===== config.mk =====
export PLATFORM = sky130hd
export DESIGN_NAME = rf_writeback_queue
export DESIGN_NICKNAME = d
export VERILOG_FILES = /design/src/rtl/rf_wb_pkg.sv /design/src/rtl/rf_wb_match.sv /design/src/rtl/rf_writeback_queue.sv
export SDC_FILE = /design/constraint.sdc
export NUM_CORES = 1
export LEC_CHECK = 0
export BUFFER_PORTS_ARGS = -buffer_cell sky130_fd_sc_hd__buf_2
export CAP_MARGIN = 20
export CORE_MARGIN = 5
export CORE_UTILIZATION = 41
export DETAILED_ROUTE_END_ITERATION = 8
export PLACE_DENSITY_LB_ADDON = 0.15
export SLEW_MARGIN = 20
export SYNTH_ARGS = -nofsm -noshare
export SYNTH_HDL_FRONTEND = slang
export SYNTH_HIERARCHICAL = 1
export SYNTH_SLANG_ARGS = --single-unit
export TNS_END_PERCENT = 50

===== constraint.sdc =====
create_clock -name clk -period 2.35 [get_ports clk]
set_input_delay 0.235 -clock clk [delete_from_list [all_inputs] [get_ports clk]]
set_output_delay 0.235 -clock clk [all_outputs]
set_load 0.1 [all_outputs]

===== src/rtl/rf_wb_pkg.sv =====
// Shared constants and entry type for the register-file writeback queue.
// Default widths match the RegisterFile: 32 registers of 32 bits.
package rf_wb_pkg;

    localparam int RF_WB_DEPTH  = 4;
    localparam int RF_WB_ADDR_W = 5;
    localparam int RF_WB_DATA_W = 32;

    typedef struct packed {
        logic [RF_WB_ADDR_W-1:0] rd;
        logic [RF_WB_DATA_W-1:0] data;
    } rf_wb_entry_t;

endpackage


===== src/rtl/rf_wb_match.sv =====
// Youngest-match priority search over the pending writeback entries.
// Slot 0 is the oldest entry and slot DEPTH-1 the youngest; register 0 never matches.
module rf_wb_match
    import rf_wb_pkg::*;
#(
    parameter int DEPTH  = RF_WB_DEPTH,
    parameter int ADDR_W = RF_WB_ADDR_W,
    parameter int DATA_W = RF_WB_DATA_W
) (
    input  logic [ADDR_W-1:0]             key,
    input  logic [DEPTH-1:0]              valid,
    input  logic [DEPTH-1:0][ADDR_W-1:0]  rds,
    input  logic [DEPTH-1:0][DATA_W-1:0]  datas,
    output logic                          hit,
    output logic [DATA_W-1:0]             data
);

    logic [DEPTH-1:0] match_vec;

    for (genvar gi = 0; gi < DEPTH; gi++) begin : g_cmp
        assign match_vec[gi] = valid[gi] && (rds[gi] == key) && (key != '0);
    end

    // Later (younger) slots overwrite earlier ones, so the youngest match wins.
    always_comb begin
        hit  = 1'b0;
        data = '0;
        for (int i = 0; i < DEPTH; i++) begin
            if (match_vec[i]) begin
                hit  = 1'b1;
                data = datas[i];
            end
        end
    end

endmodule


===== src/rtl/rf_writeback_queue.sv =====
// Writeback FIFO in front of the RegisterFile write port, draining one entry per clock.
// Define RFWQ_BYPASS_EN to build the rs/rt bypass CAM; otherwise the bypass outputs are tied to zero.
module rf_writeback_queue
    import rf_wb_pkg::*;
#(
    parameter int DEPTH  = RF_WB_DEPTH,
    parameter int ADDR_W = RF_WB_ADDR_W,
    parameter int DATA_W = RF_WB_DATA_W
) (
    input  logic              clk,
    input  logic              rst_n,
    input  logic              wb_valid,
    output logic              wb_ready,
    input  logic [ADDR_W-1:0] wb_rd,
    input  logic [DATA_W-1:0] wb_data,
    output logic              rf_we,
    output logic [ADDR_W-1:0] rf_rd,
    output logic [DATA_W-1:0] rf_in,
    input  logic [ADDR_W-1:0] rs,
    input  logic [ADDR_W-1:0] rt,
    output logic              byp1_hit,
    output logic [DATA_W-1:0] byp1_data,
    output logic              byp2_hit,
    output logic [DATA_W-1:0] byp2_data,
    output logic              empty
);

    localparam int PTR_W = $clog2(DEPTH);
    localparam int CNT_W = PTR_W + 1;

    logic [ADDR_W-1:0] mem_rd   [DEPTH];
    logic [DATA_W-1:0] mem_data [DEPTH];

    logic [PTR_W-1:0] wr_ptr_reg, wr_ptr_next;
    logic [PTR_W-1:0] rd_ptr_reg, rd_ptr_next;
    logic [CNT_W-1:0] count_reg,  count_next;

    logic push;
    logic pop;

    assign wb_ready = (count_reg != CNT_W'(DEPTH));
    // Writes to $zero complete the handshake but are dropped here.
    assign push     = wb_valid && wb_ready && (wb_rd != '0);
    assign pop      = (count_reg != '0);
    assign empty    = !pop;

    assign rf_we = pop;
    assign rf_rd = pop ? mem_rd[rd_ptr_reg]   : '0;
    assign rf_in = pop ? mem_data[rd_ptr_reg] : '0;

    always_comb begin
        wr_ptr_next = wr_ptr_reg;
        rd_ptr_next = rd_ptr_reg;
        count_next  = count_reg;
        if (push) begin
            wr_ptr_next = wr_ptr_reg + PTR_W'(1);
        end
        if (pop) begin
            rd_ptr_next = rd_ptr_reg + PTR_W'(1);
        end
        case ({push, pop})
            2'b10:   count_next = count_reg + CNT_W'(1);
            2'b01:   count_next = count_reg - CNT_W'(1);
            default: count_next = count_reg;
        endcase
    end

    always_ff @(posedge clk or negedge rst_n) begin
        if (!rst_n) begin
            wr_ptr_reg <= '0;
            rd_ptr_reg <= '0;
            count_reg  <= '0;
        end else begin
            wr_ptr_reg <= wr_ptr_next;
            rd_ptr_reg <= rd_ptr_next;
            count_reg  <= count_next;
        end
    end

    // Payload storage needs no reset; count gates every read of it.
    always_ff @(posedge clk) begin
        if (push) begin
            mem_rd[wr_ptr_reg]   <= wb_rd;
            mem_data[wr_ptr_reg] <= wb_data;
        end
    end

`ifdef RFWQ_BYPASS_EN
    logic [DEPTH-1:0]             ord_valid;
    logic [DEPTH-1:0][ADDR_W-1:0] ord_rd;
    logic [DEPTH-1:0][DATA_W-1:0] ord_data;

    // Re-order storage oldest-first so the matcher can prioritise by slot index.
    for (genvar gi = 0; gi < DEPTH; gi++) begin : g_ord
        logic [PTR_W-1:0] slot;
        assign slot          = rd_ptr_reg + PTR_W'(gi);
        assign ord_valid[gi] = (CNT_W'(gi) < count_reg);
        assign ord_rd[gi]    = mem_rd[slot];
        assign ord_data[gi]  = mem_data[slot];
    end

    rf_wb_match #(
        .DEPTH  (DEPTH),
        .ADDR_W (ADDR_W),
        .DATA_W (DATA_W)
    ) u_match_rs (
        .key   (rs),
        .valid (ord_valid),
        .rds   (ord_rd),
        .datas (ord_data),
        .hit   (byp1_hit),
        .data  (byp1_data)
    );

    rf_wb_match #(
        .DEPTH  (DEPTH),
        .ADDR_W (ADDR_W),
        .DATA_W (DATA_W)
    ) u_match_rt (
        .key   (rt),
        .valid (ord_valid),
        .rds   (ord_rd),
        .datas (ord_data),
        .hit   (byp2_hit),
        .data  (byp2_data)
    );
`else
    logic unused_rs_rt;
    assign unused_rs_rt = ^{rs, rt};

    assign byp1_hit  = 1'b0;
    assign byp1_data = '0;
    assign byp2_hit  = 1'b0;
    assign byp2_data = '0;
`endif

endmodule


**Word-level counts from Yosys, hierarchy flattened**

Memories as Yosys holds them, arrays and structs flattened.
Index checks and enable logic that the tools add are counted.

- Bits in registers: 7
- Latch bits: 0
- Bits in writable memories: 148
- ROM bits: 0
- Input port bits: 50
- Output and inout port bits: 106
- Memories: 2

- Add/subtract/negate cells: 4
- Multipliers: 0
- Divide/modulo/power cells: 0
- Magnitude comparators: 0
- Equal/unequal tests: 3
- Shift-type cells: 0
- Mux-type cells: 5
- Bitwise logic cells: 0
- Reductions and logical operators: 6

Memory list:

| memory | depth | bits a word | read ports | clocked after memory_dff | write ports | RTL line | text |
|---|---|---|---|---|---|---|---|
| mem_data | 4 | 32 | 1 | 0 | 1 | rf_writeback_queue.sv:32 | `logic [DATA_W-1:0] mem_data [DEPTH];` |
| mem_rd | 4 | 5 | 1 | 0 | 1 | rf_writeback_queue.sv:31 | `logic [ADDR_W-1:0] mem_rd [DEPTH];` |

Operators with widths:

| cell | number |
|---|---|
| $mux 32 | 1 |
| $pmux 3 s2 | 1 |
| $mux 5 | 1 |
| $reduce_bool 5->1 | 1 |
| $add 2x1->2 const B | 2 |
| $add 3x1->3 const B | 1 |
| $ne 3x3->1 const B | 1 |
| $reduce_bool 3->1 | 1 |
| $sub 3x1->3 const B | 1 |
| $eq 2x1->1 const B | 1 |
| $eq 2x2->1 const B | 1 |
| $logic_and 1x1->1 | 2 |
| $mux 1 | 2 |
| $reduce_bool 2->1 | 1 |
| $logic_not 1->1 | 1 |

**Depth between registers and ports, before layout**

Gate-level depths: netlist (run 1).

- Depth in word-level cells: 5
- Depth in mapped cells: 9
- Depth with buffers taken out: 9

**Worst setup path before layout (run 1)**

No wires, ideal clock.

- Kind: register -> register
- From: reg count_reg[0]
- To: reg count_reg[2]
- Library setup time: 0.079 ns
- Data arrival time: 2.638 ns
- Required time: 2.271 ns
- Slack: -0.367 ns
- Stages on the path, launching flop included: 9
- Buffers on the path: 1
- Path through: dfrtp_1 > or3_1 > clkbuf_1 > ha_1 > inv_1 > fa_1 > xor2_1 > nor2_1 > xor2_1

RTL lines:

| element | RTL line | text |
|---|---|---|
| start: declaration | rf_writeback_queue.sv:36 | `logic [CNT_W-1:0] count_reg, count_next;` |
| start signal: assignment | rf_writeback_queue.sv:76 | `count_reg <= count_next;` |
| $reduce_bool 3->1 * | rf_writeback_queue.sv:44 | `assign pop = (count_reg != '0);` |
| net rf_we | rf_writeback_queue.sv:16 | `output logic rf_we,` |
| $eq 2x1->1 or $eq 2x2->1 (tied branches) | rf_writeback_queue.sv:61 | `case ({push, pop})` |
| $pmux 3 s2 or $reduce_bool 2->1 (tied branches) | - |  |

Mark *: on every way through the listed nets, which the timed path passes. The rest lies on a longest branch.
A chain may end at the register's enable or synchronous reset.

**Final worst setup path (run 1)**

- From: reg rd_ptr_reg[0]
- To: out rf_in[12]

- Word-level cells in the longest chain between the ends: 2

Ends and longest elaborated chain:

| element | RTL line | text |
|---|---|---|
| start: declaration | rf_writeback_queue.sv:35 | `logic [PTR_W-1:0] rd_ptr_reg, rd_ptr_next;` |
| start signal: assignment | rf_writeback_queue.sv:75 | `rd_ptr_reg <= rd_ptr_next;` |
| $mem_v2 4x32 | - |  |
| $mux 32 | rf_writeback_queue.sv:49 | `assign rf_in = pop ? mem_data[rd_ptr_reg] : '0;` |
| end: declaration | rf_writeback_queue.sv:18 | `output logic [DATA_W-1:0] rf_in,` |

Every way passes these cells.

==> qor.yml, run 1 <==
worstSetupStartpointType: "register"
cts_made_buffers: 17
hold_depth: 1
cp_max_fo: 18
synth_area_per_cell_um2: 19.2
slew_headroom_pct: 66.7
min-delay-start: "wb_data[26]"
critPathCaptureType: "output port"
gp_congestion: 0.663
largest_reg_flops: 128
max_stage_delay_ns: 0.53
synthAdderAreaFrac_pct: 1.27
synth-seq-cells: 155
cap_violations: 0
clock_latency_ns: 0.41
r2r_start: "count_reg[0]"
io_buffer_count: 79
fin_crit_ns: 2.21
slew_violations: 0
drtIter0Drc: 119
crit_top_cell: "buf_12"
grt_pass1_wl_um: 17700
cts.sinks: 155
hold_path_end: "mem_data[1][26]"
r2r_setup_slack_ns: 0.23
drc: 0
reg2reg_to: "count_reg[2]"
hold_viol_final: 0
die_w_um: 136
layout-drive-gt1-share_pct: 37.1
yosysTopAreaCellShare_pct: 68.2
wl_per_cell_um: 17.7
hold_class: "primary input to register"
worst-path-buf-inv: 2
grt_max_degree: 26
cts_root_buffer: "clkbuf_16"
worstSetupPathType: "register to output port"
first_pass_iters: 6
path_clk_slew_ns: 0.06
worstPathArrival_ns: 1.97
yosys.area_share.simple_pct: 4.53
io-pin-count: 156
tightest_slew_ns: 0.500
cts_tree: "yes"
synth_top_family_by_area: "multiplexers"
wl_um: 11900
grt_pass1_vias: 3203
syn_to_final_growth_pct: 26.2
synth_cell_types: 23
dp_hpwl_um: 7940
crit_chain: "buf_12 > mux4_2 > and2_1 > buf_12"
fill_cells: 1275
synth-xor-area-share_pct: 0.807
die_area_um2: 18500
yosys-top-cells-area: "edfxtp_1 68%, mux4_2 13%, buf_4 7.7%, and2_1 3.6%, dfrtp_1 2.7%"
antenna_left: 0
rows: 46
chipHeight_um: 136
synth_warnings: 6
syn_area_um2: 6510
layout.nets: 499
h-tree-depth: 4
status: "finished clean"
seq_area_frac_synth_pct: 70.9
finalCritPeriodShare_pct: 94.0
via_count: 3026
setup_viol: 0
rr_worst_depth: 9
synth.area.mux_share_pct: 13.2
final.setup.tns_ns: 0
synth_cells: 339
start_util_pct: 41.5
timing.fmax_mhz: 453
final_cell_mix: "148 x edfxtp_1, 66 x conb_1, 45 x buf_12"
critPathTopFamily: "multiplexers"
coreArea_um2: 15700
synth_largest_area_cell: "edfxtp_1"
cts_buffer_depth: 2
fin_skew_ns: 0.00581
n_antenna_cell: 0
slowest_stage: "mux4_2"
worstPathRequired_ns: 2.12
via_per_inst: 4.51
grt_antenna_before_repair: 1
rsz0062_at_grt: "false"
grt.total_usage_pct: 13.3
synth_compound_area_share_pct: 0.269
grt_overflow: 0
layout_commonest_cell: "edfxtp_1"
-- metrics by stage --
stage | utilization [%] | setup slack (ns) | instances | hold slack [ns] | area, µm²
floorplan | - | 0.0645 | 404 | -0.0606 | 6760
global placement | 48.7 | 0.0921 | 637 | 0.0750 | 7650
detailed placement | 48.7 | 0.0526 | 637 | 0.0775 | 7650
CTS | 52.3 | 0.0940 | 671 | 0.00858 | 8220
global route | 52.3 | 0.0474 | 671 | 0.0128 | 8220
finish | 52.3 | 0.140 | 671 | 0.0340 | 8220
-- cell families (layout without fill, tap and decap cells) --
logic type,count (synthesis),in the layout
adders and majority gates,6,6
muxes,39,39
and+or+nand+nor,46,46
other,1,66
DFF,155,155
buffers and inverters,85,136
AOI/OAI and AO/OA,1,1
xor gates and xnor gates,6,6
-- cell usage after synthesis (all sizes together) --
library cell  count
and2             41
buf              73
clkbuf            5
conb              1
dfrtp             7
edfxtp          148
fa                1
ha                5
inv               7
mux2              1
mux2i             1
mux4             37
nand2             1
nor2              1
o211a             1
or3               1
or3b              1
or4               1
xnor2             4
xor2              2
-- how the worst max path moves through the flow --
stage | startpoint | to | slack, ns | cells past startpoint
2_1_floorplan | count_reg[0] | count_reg[2] | 0.06 | 8
3_3_place_gp | wb_rd[0] | count_reg[2] | 0.09 | 10
3_5_place_dp | wb_rd[0] | count_reg[2] | 0.05 | 10
4_1_cts | count_reg[0] | rf_in[7] | 0.09 | 4
5_1_grt | count_reg[0] | rf_in[7] | 0.05 | 4
6_report | rd_ptr_reg[0] | rf_in[12] | 0.14 | 4
-- layout make-up --
cell class	count	area, µm²	area share (%)
clock buffers	19	433	5.27
clock inverters	12	106	1.29
inverters	7	26.3	0.320
multi-input cells	164	1560	19.0
flip-flops and latches	155	4620	56.2
well taps	216	270	3.29
repair buffers	98	1200	14.6
-- timing repair --
item,CTS,global route
hold buffers,1,0
endpoints found under the setup margin,36,0
setup buffers,2,0
resized for setup,1,0
endpoints found under the hold margin,7,0
-- routing by layer --
metal / vias up / track usage [%] / share of wire, %
met3: 19 / 4.11 / 6.2
li1: 1365 / - / -
met1: 1539 / 15.3 / 39
met2: 101 / 22.9 / 53
met5: - / 0 / 0.13
met4: 2 / 5.54 / 1.7
Power of run 1 is not shown: default switching activity piles up to over one toggle a cycle in this logic, so the estimate is an artifact.
==> run 2, diff against run 1 <==
Settings changed: PLACE_DENSITY set to 0.6, PLACE_DENSITY_LB_ADDON 0.15 to unset.
==> qor.yml, run 2 (synthesis results as in run 1) <==
status: "finished clean"
largest_reg_flops: 128  # unchanged
r2r_start: "count_reg[0]"
rows: 46  # unchanged
worst-path-buf-inv: 2  # unchanged
slowest_stage: "mux4_2"
grt_antenna_before_repair: 1  # unchanged
layout-drive-gt1-share_pct: 37.5  # +0.33 points
timing.fmax_mhz: 445  # -1.8%
n_antenna_cell: 0  # unchanged
slew_violations: 0  # unchanged
coreArea_um2: 15700  # unchanged
io-pin-count: 156  # unchanged
h-tree-depth: 4  # unchanged
worstSetupPathType: "register to output port"
die_w_um: 136  # unchanged
min-delay-start: "wb_data[17]"
hold_depth: 1  # unchanged
hold_viol_final: 0  # unchanged
grt_max_degree: 40  # +54%
multi_input_area_um2: 1560  # unchanged
setup_viol: 0  # unchanged
critPathTopFamily: "multiplexers"
grt_overflow: 0  # unchanged
drc: 0  # unchanged
cts_root_buffer: "clkbuf_16"
antenna_left: 0  # unchanged
io_buffer_count: 79  # unchanged
dp_hpwl_um: 7250  # -8.7%
grt_pass1_vias: 3256  # +1.7%
reg2reg_to: "count_reg[2]"
layout_commonest_cell: "edfxtp_1"
cap_violations: 0  # unchanged
max_stage_delay_ns: 0.55  # +0.02 ns
wl_um: 11800  # -0.91%
gp_congestion: 0.677  # +2.2%
die_area_um2: 18500  # unchanged
crit_chain: "buf_16 > mux4_2 > and2_1 > buf_12"
rr_worst_depth: 9  # unchanged
grt_pass1_wl_um: 17900  # +1.4%
r2r_setup_slack_ns: 0.21  # -0.02 ns
path_clk_slew_ns: 0.06  # about the same
start_util_pct: 41.5  # unchanged
cts_tree: "yes"
via_per_inst: 4.57  # +1.3%
rsz0062_at_grt: "false"
layout.nets: 495  # -0.80%
grt.total_usage_pct: 13.4  # +0.12 points
first_pass_iters: 4  # -2
worstPathRequired_ns: 2.12  # about the same
chipHeight_um: 136  # unchanged
cts.sinks: 155  # unchanged
worstPathArrival_ns: 2.01  # +0.04 ns
hold_path_end: "mem_data[1][17]"
critPathCaptureType: "output port"
fill_cells: 1277  # +0.16%
hold_class: "primary input to register"
cts_buffer_depth: 2  # unchanged
worstSetupStartpointType: "register"
seq_area_um2: 4620  # unchanged
final_cell_mix: "148 x edfxtp_1, 66 x conb_1, 41 x buf_12"
drtIter0Drc: 164  # +38%
finalCritPeriodShare_pct: 95.7  # +1.7 points
syn_to_final_growth_pct: 27.4
final.setup.tns_ns: 0  # unchanged
cp_max_fo: 20  # +2
fin_crit_ns: 2.25  # +0.0402 ns
fin_skew_ns: 0.00507  # -0.000745 ns
wl_per_cell_um: 17.7  # -0.31%
via_count: 3047  # +0.69%
cts_setup_buffers: 0  # -2
cts_made_buffers: 17  # unchanged
clock_latency_ns: 0.41  # about the same
[run 2: metrics by stage]
step / hold slack [ns] / util [%] / std cells / setup slack (ns) / cell area, µm²
4_1_cts: 0.0115 / 52.6 / 666 / -0.000671 / 8260
3_5_place_dp: 0.0775 / 48.3 / 634 / 0.0397 / 7590
6_report: 0.0322 / 52.8 / 667 / 0.100 / 8300
2_1_floorplan: -0.0606 / - / 404 / 0.0645 / 6760
3_3_place_gp: 0.0753 / 48.3 / 634 / 0.0976 / 7590
5_1_grt: 0.0180 / 52.8 / 667 / 0.00385 / 8300
[run 2: how the worst max path moves through the flow]
stage,cells past startpoint,slack (ns),start,to
CTS,4,-0.0007,rd_ptr_reg[0],rf_in[23]
global route,4,0.004,rd_ptr_reg[0],rf_in[23]
floorplan,8,0.06,count_reg[0],count_reg[2]
finish,4,0.10,rd_ptr_reg[0],rf_in[23]
detailed placement,10,0.04,wb_rd[0],count_reg[2]
global placement,10,0.1,wb_rd[0],count_reg[2]
[run 2: worst register-to-register path: stages, from the launching register on]
cell and delay [ns]:
dfrtp_1 0.42, or3b_4 0.42, o211a_4 0.15, inv_1 0.05, ha_1 0.17, inv_1 0.06
fa_1 0.38, xor2_1 0.15, nor2_1 0.11, xor2_1 0.14
[run 2: area by class of cell]
type,count,area share [%]
Clock inverter,12,2.67
Timing Repair Buffer,94,14.0
Tap cell,216,3.26
Sequential cell,155,55.7
Inverter,7,0.317
Clock buffer,19,5.22
Multi-Input combinational cell,164,18.8
[run 2: timing repair]
| item | 4_1_cts | 5_1_grt |
|---|---|---|
| endpoints found under the setup margin | 33 | 37 |
| resized for setup | 2 | 1 |
| hold buffers | 1 | 0 |
| hold endpoints to repair | 7 | 0 |
| gates cloned | 0 | 1 |
[run 2: routing by layer]
metal	share of wire (%)	wire length [µm]	up-vias	GRT usage [%]
li1	-	-	1358	-
met1	42	4910	1564	16.7
met2	51	5960	107	21.9
met3	6.0	711	16	3.70
met4	1.7	205	2	6.05
met5	0.059	7	-	0
Power of run 2 is left out for the same reason.
==> run 3, diff against run 2 <==
--- a/constraint.sdc
+++ b/constraint.sdc
@@ -3,2 +3,2 @@
 set_output_delay 0.235 -clock clk [all_outputs]
-set_load 0.1 [all_outputs]
+set_load 0.05 [all_outputs]
==> qor.yml, run 3 (synthesis results as in run 1) <==
slew_violations: 0  # unchanged
io-pin-count: 156  # unchanged
syn_to_final_growth_pct: 17.3
critPathTopFamily: "multiplexers"
fill_cells: 1345  # +5.3%
layout.nets: 495  # unchanged
grt_max_degree: 39  # -2.5%
drc: 0  # unchanged
setup_viol: 0  # unchanged
worstPathArrival_ns: 1.99  # -0.02 ns
via_count: 3039  # -0.26%
h-tree-depth: 4  # unchanged
wl_um: 11600  # -1.8%
io_buffer_count: 79  # unchanged
cts_tree: "yes"
vdd.ir_drop.worst_mv: 0.764
final_cell_mix: "148 x edfxtp_1, 79 x buf_2, 66 x conb_1"
p_per_area_nw_per_um2: 1520
final.setup.tns_ns: 0  # unchanged
start_util_pct: 41.5  # unchanged
rows: 46  # unchanged
fin_skew_ns: 0.00619  # +0.00112 ns
grt.total_usage_pct: 13.1  # -0.24 points
worstPathRequired_ns: 2.12  # about the same
crit_chain: "buf_12 > mux4_2 > and2_1 > buf_2"
worst-path-buf-inv: 2  # unchanged
worstSetupPathType: "register to output port"
fin_area_um2: 7640  # -7.9%
leakagePower_nw: 2.82
chipHeight_um: 136  # unchanged
die_area_um2: 18500  # unchanged
status: "finished clean"
wl_per_cell_um: 17.4  # -1.9%
gp_congestion: 0.648  # -4.4%
cts_made_buffers: 17  # unchanged
layout-drive-gt1-share_pct: 37.4  # -0.083 points
cts.sinks: 155  # unchanged
critPathCaptureType: "output port"
die_w_um: 136  # unchanged
rsz0062_at_grt: "false"
grt_antenna_before_repair: 0  # -1
path_clk_slew_ns: 0.06  # about the same
via_per_inst: 4.55  # -0.41%
max_stage_delay_ns: 0.52  # -0.03 ns
clock_latency_ns: 0.42  # about the same
coreArea_um2: 15700  # unchanged
worstSetupStartpointType: "register"
hold_class: "primary input to register"
hold_viol_final: 0  # unchanged
dpl-instance-area_um2: 7010  # -7.7%
cp_max_fo: 22  # +10%
largest_reg_flops: 128  # unchanged
grt_pass1_wl_um: 17500  # -2.2%
multi_input_area_um2: 1560  # -0.16%
layout_commonest_cell: "edfxtp_1"
drtIter0Drc: 205  # +25%
dp_hpwl_um: 7340  # +1.2%
fin_crit_ns: 2.23  # -0.0215 ns
cts_root_buffer: "clkbuf_16"
timing.fmax_mhz: 449  # +0.96%
cap_violations: 0  # unchanged
cts_buffer_depth: 2  # unchanged
grt_overflow: 0  # unchanged
first_pass_iters: 4  # unchanged
slowest_stage: "mux4_2"
n_antenna_cell: 0  # unchanged
grt_pass1_vias: 3240  # -0.49%
finalCritPeriodShare_pct: 94.8  # -0.91 points
antenna_left: 0  # unchanged
seq_area_um2: 4620  # about the same
run 3: report_power, final:
part           switching (W)  internal, W
Clock                0.00103      0.00176
Sequential          0.000144      0.00366
Combinational        0.00341      0.00160
Total                0.00458      0.00702
run 3: final timing paths:
path,from,cells past startpoint,to,slack (ns)
worst max-delay path,rd_ptr_reg[0],4,rf_in[22],0.12
worst min-delay path,wb_data[6],1,mem_data[2][6],0.03
worst max register to register,count_reg[0],9,count_reg[2],0.13
worst min register to register,count_reg[2],1,count_reg[2],0.50
max in group asynchronous,rst_n,2,rd_ptr_reg[0],2.00
min in group asynchronous,rst_n,2,wr_ptr_reg[1],0.17
run 3: per-stage QoR:
stage	hold WS, ns	power, W	utilization [%]	instances	setup WS, ns
finish	0.0292	0.0116	48.6	668	0.122
detailed placement	0.0778	0.00896	44.6	634	0.0713
global placement	0.0746	0.00889	44.6	634	0.0976
CTS	0.00247	0.0118	48.6	667	0.0672
global route	0.00976	0.0122	48.6	668	0.00563
floorplan	-0.0606	0.00782	-	404	0.00284
run 3: cell type report:
| type | instances | share of cell area (%) |
|---|---|---|
| sequential | 155 | 60.5 |
| multi-input combinational | 164 | 20.4 |
| timing repair buffer | 94 | 7.22 |
| clock buffer | 18 | 5.62 |
| tap | 216 | 3.54 |
| clock inverter | 14 | 2.33 |
| inverter | 7 | 0.344 |
run 3: metal layers:
layer,routed length (µm),track usage [%],vias to the layer above
li1,-,-,1361
met1,4460,15.2,1544
met2,6060,22.5,115
met3,879,4.40,19
met4,191,5.32,0
met5,0,0,-
run 3: timing repair:
action,CTS,global route
hold buffers,1,0
buffers inserted,0,1
endpoints found under the setup margin,30,1
endpoints found under the hold margin,7,0
gates resized for setup,2,0
pin swaps,0,0
Note: power is estimated with default switching activity, not from simulation.
